### src/rtl/fetch_pc_ctrl_pkg.sv
// Shared fetch-stage definitions: FSM encoding, special instruction words
// and the opcodes decode uses to form redirect requests.
package fetch_pc_ctrl_pkg;

    typedef enum logic [1:0] {
        ST_BOOT   = 2'd0,
        ST_RUN    = 2'd1,
        ST_SQUASH = 2'd2,
        ST_HALT   = 2'd3
    } fetch_state_e;

    // Bubble injected whenever the fetch stage has nothing real to offer.
    localparam logic [31:0] FETCH_NOP_WORD = 32'hF800_0000;
    // Program-terminate marker placed at the end of every ROM image.
    localparam logic [31:0] FETCH_END_WORD = 32'hFFFF_FFFF;

    // Control-transfer opcodes recognised downstream to raise redirect_i.
    localparam logic [4:0] OPC_J   = 5'd16;
    localparam logic [4:0] OPC_BEQ = 5'd4;

endpackage

### src/rtl/fetch_perf_cnt.sv
// Saturating counter pair tracking delivered instructions and stall cycles.
// Counters stick at all-ones and hold while freeze is high.
module fetch_perf_cnt #(
    parameter int unsigned CNT_W = 32
) (
    input  logic             clk,
    input  logic             rst_n,
    input  logic             fetch_inc,
    input  logic             stall_inc,
    input  logic             freeze,
    output logic [CNT_W-1:0] cnt_fetch,
    output logic [CNT_W-1:0] cnt_stall
);

    // Count events unless frozen or already saturated.
    // NOTE: sequential state uses non-blocking assignments so every register
    // samples the pre-edge values, independent of statement order.
    always_ff @(posedge clk or negedge rst_n) begin
        if (!rst_n) begin
            cnt_fetch <= '0;
            cnt_stall <= '0;
        end else if (!freeze) begin
            if (fetch_inc && (cnt_fetch != '1)) cnt_fetch <= cnt_fetch + CNT_W'(1);
            if (stall_inc && (cnt_stall != '1)) cnt_stall <= cnt_stall + CNT_W'(1);
        end
    end

endmodule

### src/rtl/fetch_pc_ctrl.sv
// Program counter and fetch controller in front of a synchronous ROM.
// Covers the one-cycle ROM latency, squashes the wrong-path word after a
// redirect, holds on stalls and freezes once the END word is fetched.
// Optional build macro: FETCH_PERF_CNT_EN adds saturating fetch/stall counters.
module fetch_pc_ctrl
    import fetch_pc_ctrl_pkg::*;
#(
    parameter int unsigned     PC_W     = 32,
    parameter logic [PC_W-1:0] RESET_PC = '0,
    parameter logic [31:0]     NOP_WORD = FETCH_NOP_WORD,
    parameter logic [31:0]     END_WORD = FETCH_END_WORD
) (
    input  logic            clk,
    input  logic            rst_n,
    input  logic            stall_i,
    input  logic            redirect_i,
    input  logic [PC_W-1:0] redirect_pc_i,
    input  logic [31:0]     instr_i,
    output logic [PC_W-1:0] pc_o,
    output logic [PC_W-1:0] instr_pc_o,
    output logic [31:0]     instr_o,
    output logic            valid_o,
    output logic            halted_o,
    output logic [31:0]     cnt_fetch_o,
    output logic [31:0]     cnt_stall_o
);

    fetch_state_e    state_q, state_d;
    logic [PC_W-1:0] pc_d;
    logic            pc_load;
    logic            step_load;
    logic [PC_W-1:0] step_pc;
    logic            is_end;
    logic            fwd;

    assign is_end = (instr_i == END_WORD);

    // Pass the ROM word through only in RUN; everything else becomes a bubble.
    assign fwd     = (state_q == ST_RUN) && !is_end;
    assign instr_o = fwd ? instr_i : NOP_WORD;
    assign valid_o = fwd && !stall_i;

    // Common redirect/stall/advance step shared by BOOT, RUN and SQUASH.
    // Redirect beats stall; the increment wraps naturally at 2^PC_W.
    always_comb begin
        step_load = redirect_i || !stall_i;
        step_pc   = redirect_i ? redirect_pc_i : (pc_o + PC_W'(1));
    end

    // Next-state and next-PC selection.
    // NOTE: every signal driven here gets a default first, so no path can
    // leave one unassigned and infer a latch.
    always_comb begin
        state_d = state_q;
        pc_d    = pc_o;
        pc_load = 1'b0;
        unique case (state_q)
            ST_BOOT: begin
                state_d = ST_RUN;
                pc_load = step_load;
                pc_d    = step_pc;
            end
            ST_RUN: begin
                if (is_end) begin
                    state_d = ST_HALT;
                end else begin
                    pc_load = step_load;
                    pc_d    = step_pc;
                    if (redirect_i) state_d = ST_SQUASH;
                end
            end
            ST_SQUASH: begin
                pc_load = step_load;
                pc_d    = step_pc;
                state_d = redirect_i ? ST_SQUASH : ST_RUN;
            end
            ST_HALT: begin
                state_d = ST_HALT;
            end
            default: begin
                state_d = ST_BOOT;
            end
        endcase
    end

    // State, PC pair and halt flag registers.
    always_ff @(posedge clk or negedge rst_n) begin
        if (!rst_n) begin
            state_q    <= ST_BOOT;
            pc_o       <= RESET_PC;
            instr_pc_o <= RESET_PC;
            halted_o   <= 1'b0;
        end else begin
            state_q  <= state_d;
            halted_o <= (state_d == ST_HALT);
            if (pc_load) begin
                pc_o       <= pc_d;
                instr_pc_o <= pc_o;
            end
        end
    end

`ifdef FETCH_PERF_CNT_EN
    fetch_perf_cnt #(
        .CNT_W (32)
    ) u_perf_cnt (
        .clk       (clk),
        .rst_n     (rst_n),
        .fetch_inc (valid_o),
        .stall_inc (stall_i && (state_q == ST_RUN)),
        .freeze    (state_q == ST_HALT),
        .cnt_fetch (cnt_fetch_o),
        .cnt_stall (cnt_stall_o)
    );
`else
    assign cnt_fetch_o = '0;
    assign cnt_stall_o = '0;
`endif

endmodule

### config.mk
export PLATFORM = sky130hd
export DESIGN_NAME = fetch_pc_ctrl
export DESIGN_NICKNAME = d
export VERILOG_FILES = /design/src/rtl/fetch_pc_ctrl_pkg.sv /design/src/rtl/fetch_perf_cnt.sv /design/src/rtl/fetch_pc_ctrl.sv
export SDC_FILE = /design/constraint.sdc
export NUM_CORES = 1
export LEC_CHECK = 0
export BUFFER_PORTS_ARGS = -buffer_cell sky130_fd_sc_hd__buf_4
export CAP_MARGIN = 5
export CORE_MARGIN = 2
export CORE_UTILIZATION = 46
export CTS_CLUSTER_SIZE = 28
export DETAILED_ROUTE_END_ITERATION = 6
export PLACE_DENSITY = 0.82
export SLEW_MARGIN = 30
export SYNTH_ARGS = -nofsm -noshare
export SYNTH_HDL_FRONTEND = slang
export SYNTH_SLANG_ARGS = --single-unit
export TNS_END_PERCENT = 5
### constraint.sdc
create_clock -name clk -period 2.1 [get_ports clk]
set_input_delay 0.42 -clock clk [delete_from_list [all_inputs] [get_ports clk]]
set_output_delay 0.42 -clock clk [all_outputs]
set_load 0.05 [all_outputs]
==> impl_metrics.env <==
export IMPL_clk_latency_ps=370
export IMPL_rsz0062_at_grt="true"
export IMPL_grt_max_degree=34
export IMPL_ctsHoldBuffers=0
export IMPL_ys_top_cells_by_count="nand2_1 (103), buf_4 (68), dfrtp_1 (67)"
export IMPL_core_area_mm2=0.009109
export IMPL_ys_seq_area_share_pct=39.22
export IMPL_syn_area_per_cell_um2=8.206
export IMPL_max_cap_violations=0
export IMPL_endpoint_kind="output pin"
export IMPL_hold_viol=27
export IMPL_holdWs_ps=-18.22
export IMPL_multi_input_comb_area_mm2=0.002236
export IMPL_irDropWorstVdd_mv=0.8594
export IMPL_p_int_mw=4.409
export IMPL_fin_crit_ps=2135
export IMPL_cts_sinks=67
export IMPL_slowest_delay_ps=370
export IMPL_clk_pin_slew_ps=80
export IMPL_nNetsFinal=775
export IMPL_pwr_share_clk_pct=10.7
export IMPL_clock_path_buffers=2
export IMPL_worst_slew_pin_slew_ps=761.8
export IMPL_numCtsBuffers=9
export IMPL_first_global_vias=4273
export IMPL_yosysTopAreaCell="dfrtp_1"
export IMPL_skew_ps=13.71
export IMPL_vias=4563
export IMPL_p_leak_nw=3.104
export IMPL_num_rows=35
export IMPL_ys_warn_count=0
export IMPL_crit_type="input port to output pin"
export IMPL_ys_async_sr_fraction_pct=100.0
export IMPL_antennaDiodeCount=0
export IMPL_setup_viol=14
export IMPL_status="complete, but fails checks"
export IMPL_ys_ff_latch=67
export IMPL_vias_per_cell=5.551
export IMPL_placed_cell_area_mm2=0.005643
export IMPL_critical_path_top_delay_family="simple AND/OR/NAND/NOR gates"
export IMPL_relSlewSlack_pct=49.10
export IMPL_cp_slowest_cell="nor4_4"
export IMPL_drtIter0Drc=270
export IMPL_drive_gt1_share_pct=35.44
export IMPL_hp_class="input port to async pin"
export IMPL_ios=230
export IMPL_netlist_area_mm2=0.004275
export IMPL_share_comb_of_total_power_pct=65.8
export IMPL_cp_max_fo=5
export IMPL_worstPathCellList="buf_4, nand4_1, nor4_4, a21oi_2, buf_4, and3_1, buf_6"
export IMPL_grt_overflow=0
export IMPL_first_pass_iters=5
export IMPL_synth_edff_count=0
export IMPL_die_w_um=100.4
export IMPL_crit_path_frequent_cell="buf_4"
export IMPL_cp_required_ps=1680
export IMPL_yosys_top_cells_area="dfrtp_1 (39%), buf_4 (12%), nand2_1 (9.0%)"
export IMPL_cts_tree="yes"
export IMPL_seqCellArea_mm2=0.001678
export IMPL_cts_root_buf="clkbuf_8"
export IMPL_start_util_pct=46.94
export IMPL_die_area_mm2=0.01008
export IMPL_track_usage_pct=27.30
export IMPL_fin_ws_ps=-35.25
export IMPL_yosysTopAreaCellShare_pct=39.22
export IMPL_gp_congestion=0.8949
export IMPL_io_buffers=165
export IMPL_dp_worst_setup_slack_ps=-143.1
export IMPL_power_share_switching_pct=55.60
export IMPL_area_growth_pct=39.65
export IMPL_path_buf_inv=3
export IMPL_total_power_mw=9.931
export IMPL_drt_total_wl_mm=14.10
export IMPL_power_switching_mw=5.522
export IMPL_grt_first_pass_wirelength_mm=21.45
export IMPL_die_h_um=100.4
export IMPL_p_seq_share_pct=23.5
export IMPL_fillCellCount=738
export IMPL_fmax_mhz=468.3
export IMPL_synth_most_common_cell="nand2_1"
export IMPL_pwr_density_cell_mw_per_mm2=1663
export IMPL_fin_area_mm2=0.005971
export IMPL_grt_antenna_before_repair=0
export IMPL_drc_errors=0
export IMPL_synth_cell_types=58
export IMPL_violations="negative hold slack, negative setup slack"
export IMPL_wl_per_cell_um=17.16
export IMPL_period_share_pct=101.7
export IMPL_synth_cells=521
export IMPL_critPathArrivalTime_ps=1720
export IMPL_hpwlAfterDp_mm=10.56
export IMPL_final_antenna_net_count=0
export IMPL_start_kind="input port"
export IMPL_yosys_most_used_dff="dfrtp_1"
export IMPL_htree_levels=3
export IMPL_drv_slew=0
## power groups by stage
stage	Clock, mW	Sequential [mW]	Combinational, mW
6_report	1.07	2.33	6.53
5_1_grt	1.13	2.41	6.91
4_1_cts	1.05	2.32	6.45
3_5_place_dp	0	2.34	6.37
3_3_place_gp	0	2.30	6.24
2_1_floorplan	0	3.96	2.62
## final timing paths
check	slack (ps)	from	end	cells past startpoint
worst max-delay path	-40	instr_i[3]	instr_o[7]	7
worst min register to register	480	instr_pc_o[18]	instr_pc_o[18]	2
min in group clk	280	redirect_pc_i[4]	pc_o[4]	3
max in group asynchronous	1490	rst_n	state_q[0]	2
worst min-delay path	-20	rst_n	instr_pc_o[28]	1
worst max register to register	50	state_q[1]	pc_o[28]	6
## registers in the layout (all words and copies together), names as in the netlist
signal / cells
instr_pc_o: 32
state_q: 2
halted_o: 1
pc_o: 32
## layout make-up
cell class	count	area share [%]
clock buffers	11	2.536
clock inverters	5	0.6077
inverters	9	0.6287
multi-input cells	410	37.45
flip-flops and latches	67	28.10
well taps	111	2.326
repair buffers	209	28.35
## layer usage
metal  global-route usage [%]  share of wire [%]  up-vias
met5                        0                  0        -
met2                    48.99                 52      276
met3                    6.685                8.5       39
met1                    31.04                 36     2174
li1                         -                  -     2074
met4                    10.96                3.2        0
## cell usage in the layout (no fill, tap or decap), drive strengths merged, types with 4 or more instances in the layout
cell type  instances
conb              64
a21oi             21
dfrtp             67
o22ai              7
clkbuf            11
and4               4
nand3             15
o21ai             18
buf              209
or3                8
inv                9
and3              34
nand2            103
o32ai              8
a211oi             5
nand4             18
nor2              40
clkinvlp           4
nor4              10
nor3              19
## stage by stage
step / TNS [ps] / utilization, % / cells
after global placement: -623.3 / 61.95 / 805
final: -157.0 / 65.55 / 822
after CTS: -16.54 / 64.78 / 822
after floorplan: -995.2 / - / 584
after detailed placement: -2836 / 61.95 / 805
after global routing: -2173 / 65.55 / 822
## timing repair
item	4_1_cts	5_1_grt
pin swaps	4	4
resized for setup	16	16
endpoints found under the setup margin	33	47
setup buffers	1	0
## kinds of logic (layout without fill, tap and decap cells)
group           count (synthesis)  in the layout  synth area share (%)
compound gates                 84             84                 13.78
simple gates                  259            259                 30.61
flops                          67             67                 39.22
other cells                     1             64               0.08771
fa+ha+maj                       1              1                0.2926
buf+inv                       107            234                 15.54
mux                             2              2                0.4683
Power figures use the tool's default switching activity.
